===== src/rtl/uart_rx_frame_decoder_if.sv =====
// Serial-side signals of the UART receive decoder: the line and tick enable in,
// the decoded word and status strobes out.
interface uart_rx_frame_decoder_if #(
    parameter int DATA_BITS = 8
);
    logic                 i_Rx_Tick;
    logic                 i_Rx_Data;
    logic [DATA_BITS-1:0] o_Rx_Byte;
    logic                 o_Rx_Done;
    logic                 o_Rx_Frame_Err;
    logic                 o_Rx_Active;

    // master feeds the line and tick; slave is the decoder itself
    modport master (
        output i_Rx_Tick, i_Rx_Data,
        input  o_Rx_Byte, o_Rx_Done, o_Rx_Frame_Err, o_Rx_Active
    );

    modport slave (
        input  i_Rx_Tick, i_Rx_Data,
        output o_Rx_Byte, o_Rx_Done, o_Rx_Frame_Err, o_Rx_Active
    );
endinterface


===== src/rtl/uart_rx_frame_decoder.sv =====
// UART 8N1-style receive decoder: oversample-tick driven frame recovery with
// LSB-first data, one-cycle done / framing-error strobes and break handling.
module uart_rx_frame_decoder #(
    parameter int RX_OVERSAMPLE = 16,
    parameter int DATA_BITS     = 8,
    parameter int SYNC_STAGES   = 2
) (
    input  logic                    clk,
    input  logic                    reset_n,
    uart_rx_frame_decoder_if.slave  rx_if
);
    localparam int TICK_W = $clog2(RX_OVERSAMPLE);
    localparam int BIT_W  = $clog2(DATA_BITS + 1);
    localparam logic [TICK_W-1:0] TICK_MID  = TICK_W'(RX_OVERSAMPLE / 2 - 1);
    localparam logic [TICK_W-1:0] TICK_LAST = TICK_W'(RX_OVERSAMPLE - 1);
    localparam logic [BIT_W-1:0]  BIT_LAST  = BIT_W'(DATA_BITS - 1);

    typedef enum logic [2:0] {IDLE, START, DATA, STOP, BREAK} state_t;

    state_t               state_q, state_d;
    logic [TICK_W-1:0]    tick_q, tick_d;
    logic [BIT_W-1:0]     bit_q, bit_d;
    logic [DATA_BITS-1:0] shift_q, shift_d;
    logic [DATA_BITS-1:0] byte_q, byte_d;
    logic                 done_q, done_d;
    logic                 err_q, err_d;
    logic [SYNC_STAGES-1:0] sync_q;
    logic                 rx_s;

    // NOTE: synchroniser resets to the idle-high line level so release from
    // reset never looks like a start edge.
    always_ff @(posedge clk or negedge reset_n) begin
        if (!reset_n) sync_q <= '1;
        else          sync_q <= {sync_q[SYNC_STAGES-2:0], rx_if.i_Rx_Data};
    end

    assign rx_s = sync_q[SYNC_STAGES-1];

    // NOTE: every sequential update uses <= so all registers see pre-edge values.
    always_ff @(posedge clk or negedge reset_n) begin
        if (!reset_n) begin
            state_q <= IDLE;
            tick_q  <= '0;
            bit_q   <= '0;
            shift_q <= '0;
            byte_q  <= '0;
            done_q  <= 1'b0;
            err_q   <= 1'b0;
        end else begin
            state_q <= state_d;
            tick_q  <= tick_d;
            bit_q   <= bit_d;
            shift_q <= shift_d;
            byte_q  <= byte_d;
            done_q  <= done_d;
            err_q   <= err_d;
        end
    end

    // NOTE: defaults first so no path through the case infers a latch; the
    // strobes default low, which is what makes them one clk wide.
    always_comb begin
        state_d = state_q;
        tick_d  = tick_q;
        bit_d   = bit_q;
        shift_d = shift_q;
        byte_d  = byte_q;
        done_d  = 1'b0;
        err_d   = 1'b0;
        if (rx_if.i_Rx_Tick) begin
            unique case (state_q)
                IDLE: begin
                    if (!rx_s) begin
                        state_d = START;
                        tick_d  = '0;
                    end
                end
                START: begin
                    if (tick_q == TICK_MID) begin
                        if (!rx_s) begin
                            state_d = DATA;
                            tick_d  = '0;
                            bit_d   = '0;
                        end else begin
                            state_d = IDLE;
                        end
                    end else begin
                        tick_d = tick_q + 1'b1;
                    end
                end
                DATA: begin
                    if (tick_q == TICK_LAST) begin
                        // right shift: the first (LSB) bit ends up in bit 0
                        shift_d = {rx_s, shift_q[DATA_BITS-1:1]};
                        tick_d  = '0;
                        bit_d   = bit_q + 1'b1;
                        if (bit_q == BIT_LAST) state_d = STOP;
                    end else begin
                        tick_d = tick_q + 1'b1;
                    end
                end
                STOP: begin
                    if (tick_q == TICK_LAST) begin
                        tick_d = '0;
                        if (rx_s) begin
                            byte_d  = shift_q;
                            done_d  = 1'b1;
                            state_d = IDLE;
                        end else begin
                            err_d   = 1'b1;
                            state_d = BREAK;
                        end
                    end else begin
                        tick_d = tick_q + 1'b1;
                    end
                end
                BREAK: begin
                    if (rx_s) state_d = IDLE;
                end
                default: state_d = IDLE;
            endcase
        end
    end

    assign rx_if.o_Rx_Byte      = byte_q;
    assign rx_if.o_Rx_Done      = done_q;
    assign rx_if.o_Rx_Frame_Err = err_q;
    assign rx_if.o_Rx_Active    = (state_q == START) || (state_q == DATA) || (state_q == STOP);

endmodule


===== src/flat_wrapper.sv =====
// flat-port wrapper written by rule: the top's interface ports become plain ports
module uart_rx_frame_decoder_flat 
#(
    parameter int RX_OVERSAMPLE = 16,
    parameter int DATA_BITS     = 8,
    parameter int SYNC_STAGES   = 2
)
  (clk, reset_n, rx_if_i_Rx_Tick, rx_if_i_Rx_Data, rx_if_o_Rx_Byte, rx_if_o_Rx_Done, rx_if_o_Rx_Frame_Err, rx_if_o_Rx_Active);
  uart_rx_frame_decoder_if #(.DATA_BITS(DATA_BITS)) rx_if_i ();
  input  logic clk;
  input  logic reset_n;
  input wire logic [$bits(rx_if_i.i_Rx_Tick)-1:0] rx_if_i_Rx_Tick;
  input wire logic [$bits(rx_if_i.i_Rx_Data)-1:0] rx_if_i_Rx_Data;
  output wire logic [$bits(rx_if_i.o_Rx_Byte)-1:0] rx_if_o_Rx_Byte;
  output wire logic [$bits(rx_if_i.o_Rx_Done)-1:0] rx_if_o_Rx_Done;
  output wire logic [$bits(rx_if_i.o_Rx_Frame_Err)-1:0] rx_if_o_Rx_Frame_Err;
  output wire logic [$bits(rx_if_i.o_Rx_Active)-1:0] rx_if_o_Rx_Active;
  assign rx_if_i.i_Rx_Tick = rx_if_i_Rx_Tick;
  assign rx_if_i.i_Rx_Data = rx_if_i_Rx_Data;
  assign rx_if_o_Rx_Byte = rx_if_i.o_Rx_Byte;
  assign rx_if_o_Rx_Done = rx_if_i.o_Rx_Done;
  assign rx_if_o_Rx_Frame_Err = rx_if_i.o_Rx_Frame_Err;
  assign rx_if_o_Rx_Active = rx_if_i.o_Rx_Active;
  uart_rx_frame_decoder #(.RX_OVERSAMPLE(RX_OVERSAMPLE), .DATA_BITS(DATA_BITS), .SYNC_STAGES(SYNC_STAGES)) u_core (.clk(clk), .reset_n(reset_n), .rx_if(rx_if_i));
endmodule

===== config.mk =====
export PLATFORM = sky130hd
export DESIGN_NAME = uart_rx_frame_decoder_flat
export DESIGN_NICKNAME = d
export VERILOG_FILES = /design/src/rtl/uart_rx_frame_decoder_if.sv /design/src/rtl/uart_rx_frame_decoder.sv /design/src/flat_wrapper.sv
export SDC_FILE = /design/constraint.sdc
export NUM_CORES = 1
export LEC_CHECK = 0
export CAP_MARGIN = 20
export CORE_ASPECT_RATIO = 0.5
export CORE_MARGIN = 1.5
export CORE_UTILIZATION = 45
export CTS_CLUSTER_SIZE = 20
export DETAILED_ROUTE_END_ITERATION = 6
export GPL_TIMING_DRIVEN = 0
export PLACE_DENSITY_LB_ADDON = 0.05
export SLEW_MARGIN = 10
export SYNTH_ARGS = -nofsm -noshare
export SYNTH_HDL_FRONTEND = slang
export SYNTH_SLANG_ARGS = --single-unit
export TNS_END_PERCENT = 30

===== constraint.sdc =====
create_clock -name clk -period 2.2 [get_ports clk]
set_clock_uncertainty 0.1 [all_clocks]
set_input_delay 0.33 -clock clk [delete_from_list [all_inputs] [get_ports clk]]
set_output_delay 0.33 -clock clk [all_outputs]
set_load 0.01 [all_outputs]

==> flow_metrics.tcl, run 1 <==
set metrics [dict create \
    drive_gt1_frac 0.2574 \
    fin_crit_ns 2.088 \
    cts_tree "done" \
    rows 14 \
    die_height_um 42.99 \
    hp-class "in2async" \
    hold_viol_final 29 \
    crit_fanout 10 \
    rsz0062_at_grt "false" \
    whs_ns -0.02097 \
    slew_headroom 0.5404 \
    synth_fa_ha_area_frac 0.01739 \
    p_per_area_nw_per_um2 969.6 \
    syn-num-nets 121 \
    synth_ff_type "dfrtp_1" \
    synth_top_family_by_area "simple AND/OR/NAND/NOR gates" \
    ff2ff_path_depth 6 \
    vdd_ir_drop_max_mv 0.4270 \
    cts_setup_buffers 0 \
    fin_util 0.5793 \
    synth.distinct_cells 41 \
    final_cell_mix "29 x dfrtp_1, 16 x mux2_2, 13 x clkdlybuf4s50_1" \
    final_common_cell "dfrtp_1" \
    grt_usage 0.1675 \
    synth-seq-cells 31 \
    floorplan.die_area_um2 3566 \
    gp_congestion 0.7981 \
    power_mw 1.702 \
    first_pass_iters 4 \
    fin_nets 141 \
    worst_slack_ns 0.1121 \
    cts-root-buf "clkbuf_8" \
    cts.sinks 31 \
    io_buffers 14 \
    synth_edf_count 0 \
    num_antenna_cells 0 \
    clkTransAtPathRegs_ns 0.07 \
    leakage_nw 0.8383 \
    drc_errors 0 \
    drtIter0Drc 42 \
    seq_area_frac_synth 0.5409 \
    io_pins 15 \
    antenna_found_initial 0 \
    setup_viol 0 \
    max_cap_viol_count 0 \
    synth_compound_gate_area_share 0.1252 \
    dpl-instance-area_um2 1624 \
    status "finished with violations" \
    synth_mux_area_frac 0.1252 \
    setup-tns-final_ns 0 \
    clk_path_buf_depth 2 \
    yosysWarnings 0 \
    grt-ovfl-total 0 \
    startpoint_type "flop" \
    async_flop_share 1.000 \
    r2r_slack_ns 0.17 \
    timing.fmax_mhz 479.0 \
    critical_path_arrival_ns 1.66 \
    slew_violations 0 \
    die_width_um 82.97 \
    clkLatencyLatePin_ns 0.28 \
    critPathKind "reg2out" \
    h-tree-depth 2 \
    syn_inst 115 \
    grt_pass1_vias 957 \
    vias 973 \
    worst_pin_slew_ns 0.6894 \
    ant_nets 0 \
    dp_hpwl_um 1657 \
    reg2reg_to "u_core.rx_if.o_Rx_Byte[5]" \
    synth_xor_area_frac 0 \
    synthSimpleGateAreaFrac 0.1661 \
    violations "negative hold slack" \
    end_kind "primary output" \
    cts_made_buffers 5 \
    syn_to_final_growth_pct 22.00 \
    netlist_area_um2 1439 \
    nFillCells 252 \
    grt_max_degree 32 \
    avgRoutedWirePerCell_um 14.05 \
    core_area_um2 3030 \
    syn_avg_cell_area_um2 12.51 \
    pre_cts_ws_ns -0.1435 \
    start_util 0.4748 \
    drt_wl_total_um 2472 \
    r2r_start "u_core.tick_q[0]" \
    grt_first_pass_wirelength_um 4436 \
    viasPerCell 5.528 \
    cp.required_ns 1.77 \
    fin_crit_sh 0.9490 \
    stdcell_area_um2 1755 \
]
## layout make-up
| type | instances | area [µm²] | area share |
|---|---|---|---|
| flip-flops and latches | 31 | 778.2 | 0.4433 |
| multi-input cells | 77 | 624.3 | 0.3557 |
| repair buffers | 14 | 135.1 | 0.07698 |
| clock buffers | 6 | 72.57 | 0.04134 |
| clock inverters | 2 | 60.06 | 0.03421 |
| well taps | 40 | 50.05 | 0.02851 |
| plain buffers | 3 | 23.77 | 0.01354 |
| inverters | 3 | 11.26 | 0.006415 |
## metal layers
metal	global-route usage	wire, µm	vias to the layer above
met3	0.06615	119	5
met1	0.2258	1302	484
met2	0.2374	1013	16
met4	0.08000	37	0
met5	0	0	-
li1	-	-	468
## cell usage after synthesis, types with 3 or more instances
| cell | count | area [µm²] |
|---|---|---|
| dfrtp_1 | 29 | 725.7 |
| mux2_2 | 16 | 180.2 |
| nand2_1 | 8 | 30.03 |
| nor2_1 | 5 | 18.77 |
| o21ai_0 | 5 | 25.02 |
| a22o_1 | 4 | 35.03 |
| nor2b_1 | 4 | 25.02 |
| inv_1 | 3 | 11.26 |
## critical path, stage by stage, from the launching register on
cell	delay (ns)
dfrtp_1	0.39
clkbuf_4	0.25
nor2_1	0.09
nor2_1	0.10
clkdlybuf4s50_1	0.53
## what timing repair did
| action | in CTS | in global routing |
|---|---|---|
| endpoints found under the setup margin | 1 | 1 |
| hold endpoints to repair | 0 | 0 |
| hold buffers | 0 | 0 |
| gates resized for setup | 0 | 1 |
## state kept, by name, summed over array words and instances (netlist names)
name / count
u_core.rx_if.o_Rx_Byte: 8
u_core.tick_q: 4
u_core.sync_q: 2
u_core.shift_q: 8
u_core.state_q: 3
u_core.rx_if.o_Rx_Done: 1
u_core.bit_q: 4
u_core.rx_if.o_Rx_Frame_Err: 1
## cells by family after synthesis
logic type      Yosys count
compound gates           23
fa+ha+maj                 2
buf+inv                   7
flops                    31
mux                      16
simple gates             36
## worst max path at each step
stage	end	startpoint	cells past startpoint	slack [ns]
after floorplan	u_core.rx_if.o_Rx_Byte[0]	u_core.tick_q[0]	6	0.33
after global placement	u_core.rx_if.o_Rx_Byte[2]	rx_if_i_Rx_Tick	6	-0.16
after detailed placement	u_core.rx_if.o_Rx_Byte[4]	rx_if_i_Rx_Tick	6	-0.14
after CTS	rx_if_o_Rx_Active	u_core.state_q[0]	4	0.04
after global routing	rx_if_o_Rx_Active	u_core.state_q[0]	4	0.02
final	rx_if_o_Rx_Active	u_core.state_q[0]	4	0.11
## report_power, final
group / switching (mW) / total [mW] / internal (mW)
clock network: 0.217 / 0.669 / 0.453
logic: 0.193 / 0.351 / 0.158
registers: 0.0584 / 0.682 / 0.623
total: 0.469 / 1.70 / 1.23
## through the flow
stage | instances | hold slack [ns]
floorplan | 115 | -0.06559
global placement | 169 | 0.2462
detailed placement | 169 | 0.2472
CTS | 176 | 0.002574
global route | 176 | 0.05000
finish | 176 | -0.02097
Note: power is estimated with default switching activity, not from simulation.
==> run 2: changes to the inputs <==
--- a/config.mk
+++ b/config.mk
@@ -12,6 +12,7 @@
 export CTS_CLUSTER_SIZE = 20
 export DETAILED_ROUTE_END_ITERATION = 6
 export GPL_TIMING_DRIVEN = 0
+export HOLD_SLACK_MARGIN = 0.05
 export PLACE_DENSITY_LB_ADDON = 0.05
 export SLEW_MARGIN = 10
 export SYNTH_ARGS = -nofsm -noshare
==> run 2 against run 1 <==
The run now ends clean; clock-buffer cell count did not move; non-clock buffer count rose by 1; critical path depth did not move; sequential power barely moved; global-route usage rose by 0.087 points; register-to-register slack barely moved; clock power barely moved; sequential share of layout area fell by 0.25 points; hold slack improved by 0.28 ns; critical path type unchanged.
==> flow_metrics.tcl, run 2 (synthesized netlist as in run 1, its figures left out) <==
set metrics [dict create \
    worst_slack_ns 0.1121 \
    fin_util 0.5826 \
    clkLatencyLatePin_ns 0.28 \
    vias 977 \
    final_cell_mix "29 x dfrtp_1, 16 x mux2_2, 13 x clkdlybuf4s50_1" \
    antenna_found_initial 0 \
    pre_cts_ws_ns -0.1435 \
    cp.required_ns 1.77 \
    path_cells "clkbuf_4, nor2_1, nor2_1, clkdlybuf4s50_1" \
    clk_path_buf_depth 2 \
    max_stage_delay_ns 0.53 \
    worst_pin_slew_ns 0.6912 \
    stdcell_area_um2 1765 \
    dp_hpwl_um 1657 \
    viasPerCell 5.520 \
    critPathKind "reg2out" \
    core_area_um2 3030 \
    start_util 0.4748 \
    final_common_cell "dfrtp_1" \
    cts-root-buf "clkbuf_8" \
    leakage_nw 0.8425 \
    fin_nets 142 \
    drt_wl_total_um 2483 \
    rsz0062_at_grt "false" \
    timing.fmax_mhz 479.0 \
    cts.sinks 31 \
    cts_made_buffers 5 \
    grt_usage 0.1684 \
    hold_viol_final 0 \
    cpMaxStageDelayCell "clkdlybuf4s50_1" \
    crit_top_cell "nor2_1" \
    slew_headroom 0.5392 \
    fin_crit_ns 2.088 \
    status "finished clean" \
    first_pass_iters 4 \
    grt_pass1_vias 969 \
    cp_top_family "buffers and inverters" \
    hp-class "reg2reg" \
    cts_tree "done" \
    die_height_um 42.99 \
    floorplan.die_area_um2 3566 \
    avgRoutedWirePerCell_um 14.03 \
    critical_path_arrival_ns 1.66 \
    io_buffers 14 \
    max_cap_viol_count 0 \
    crit_fanout 10 \
    drtIter0Drc 47 \
    vdd_ir_drop_max_mv 0.4334 \
    clkTransAtPathRegs_ns 0.07 \
    cts_setup_buffers 0 \
    fin_crit_sh 0.9490 \
    h-tree-depth 2 \
    p_per_area_nw_per_um2 965.1 \
    slew_violations 0 \
    end_kind "primary output" \
    ant_nets 0 \
    drc_errors 0 \
    nFillCells 251 \
    grt_max_degree 32 \
    syn_to_final_growth_pct 22.70 \
    dpl-instance-area_um2 1624 \
    startpoint_type "flop" \
    die_width_um 82.97 \
    io_pins 15 \
    grt-ovfl-total 0 \
    num_antenna_cells 0 \
    rows 14 \
    setup_viol 0 \
    grt_first_pass_wirelength_um 4464 \
    power_mw 1.704 \
    whs_ns 0.2565 \
    gp_congestion 0.7981 \
    drive_gt1_frac 0.2555 \
    crit_buf_inv 2 \
]
run 2: cell count changes in the layout (fill, tap and decap cells not counted):
| cell | delta |
|---|---|
| dlygate4sd3_1 | +1 |
run 2: final timing paths:
check	start	cells after the start	slack, ns	to
max	u_core.state_q[0]	4	0.11	rx_if_o_Rx_Active
min	u_core.sync_q[0]	0	0.26	u_core.sync_q[1]
max reg2reg	u_core.tick_q[0]	6	0.17	u_core.rx_if.o_Rx_Byte[5]
min reg2reg	u_core.sync_q[0]	0	0.26	u_core.sync_q[1]
max in group asynchronous	reset_n	2	1.02	u_core.rx_if.o_Rx_Byte[0]
min in group asynchronous	reset_n	2	0.53	u_core.state_q[0]
run 2: report_power, final:
| part | internal [mW] | switching, mW |
|---|---|---|
| sequential | 0.623 | 0.0586 |
| clock | 0.453 | 0.217 |
| combinational | 0.159 | 0.194 |
| total | 1.23 | 0.469 |
run 2: timing repair:
item	in CTS	in global routing
hold endpoints to repair	29	0
resized for setup	0	1
hold buffers	1	0
setup endpoints to repair	1	1
run 2: cell type report:
class | instances | area [µm²] | area share
Inverter | 3 | 11.26 | 0.006378
Clock buffer | 6 | 72.57 | 0.04111
Multi-Input combinational cell | 77 | 624.3 | 0.3537
Tap cell | 40 | 50.05 | 0.02835
Sequential cell | 31 | 778.2 | 0.4408
Timing Repair Buffer | 15 | 145.1 | 0.08221
Buffer | 3 | 23.77 | 0.01347
Clock inverter | 2 | 60.06 | 0.03402
run 2: layer usage:
metal	track usage	routed length [µm]	share of wire
met1	0.2258	1308	0.53
met2	0.2407	1019	0.41
met3	0.06615	117	0.047
met4	0.08000	37	0.015
met5	0	0	0
run 2: metrics by stage:
| stage | setup TNS [ns] | cells |
|---|---|---|
| after global routing | 0 | 177 |
| after CTS | 0 | 177 |
| after floorplan | 0 | 115 |
| final | 0 | 177 |
| after global placement | -2.205 | 169 |
| after detailed placement | -1.950 | 169 |
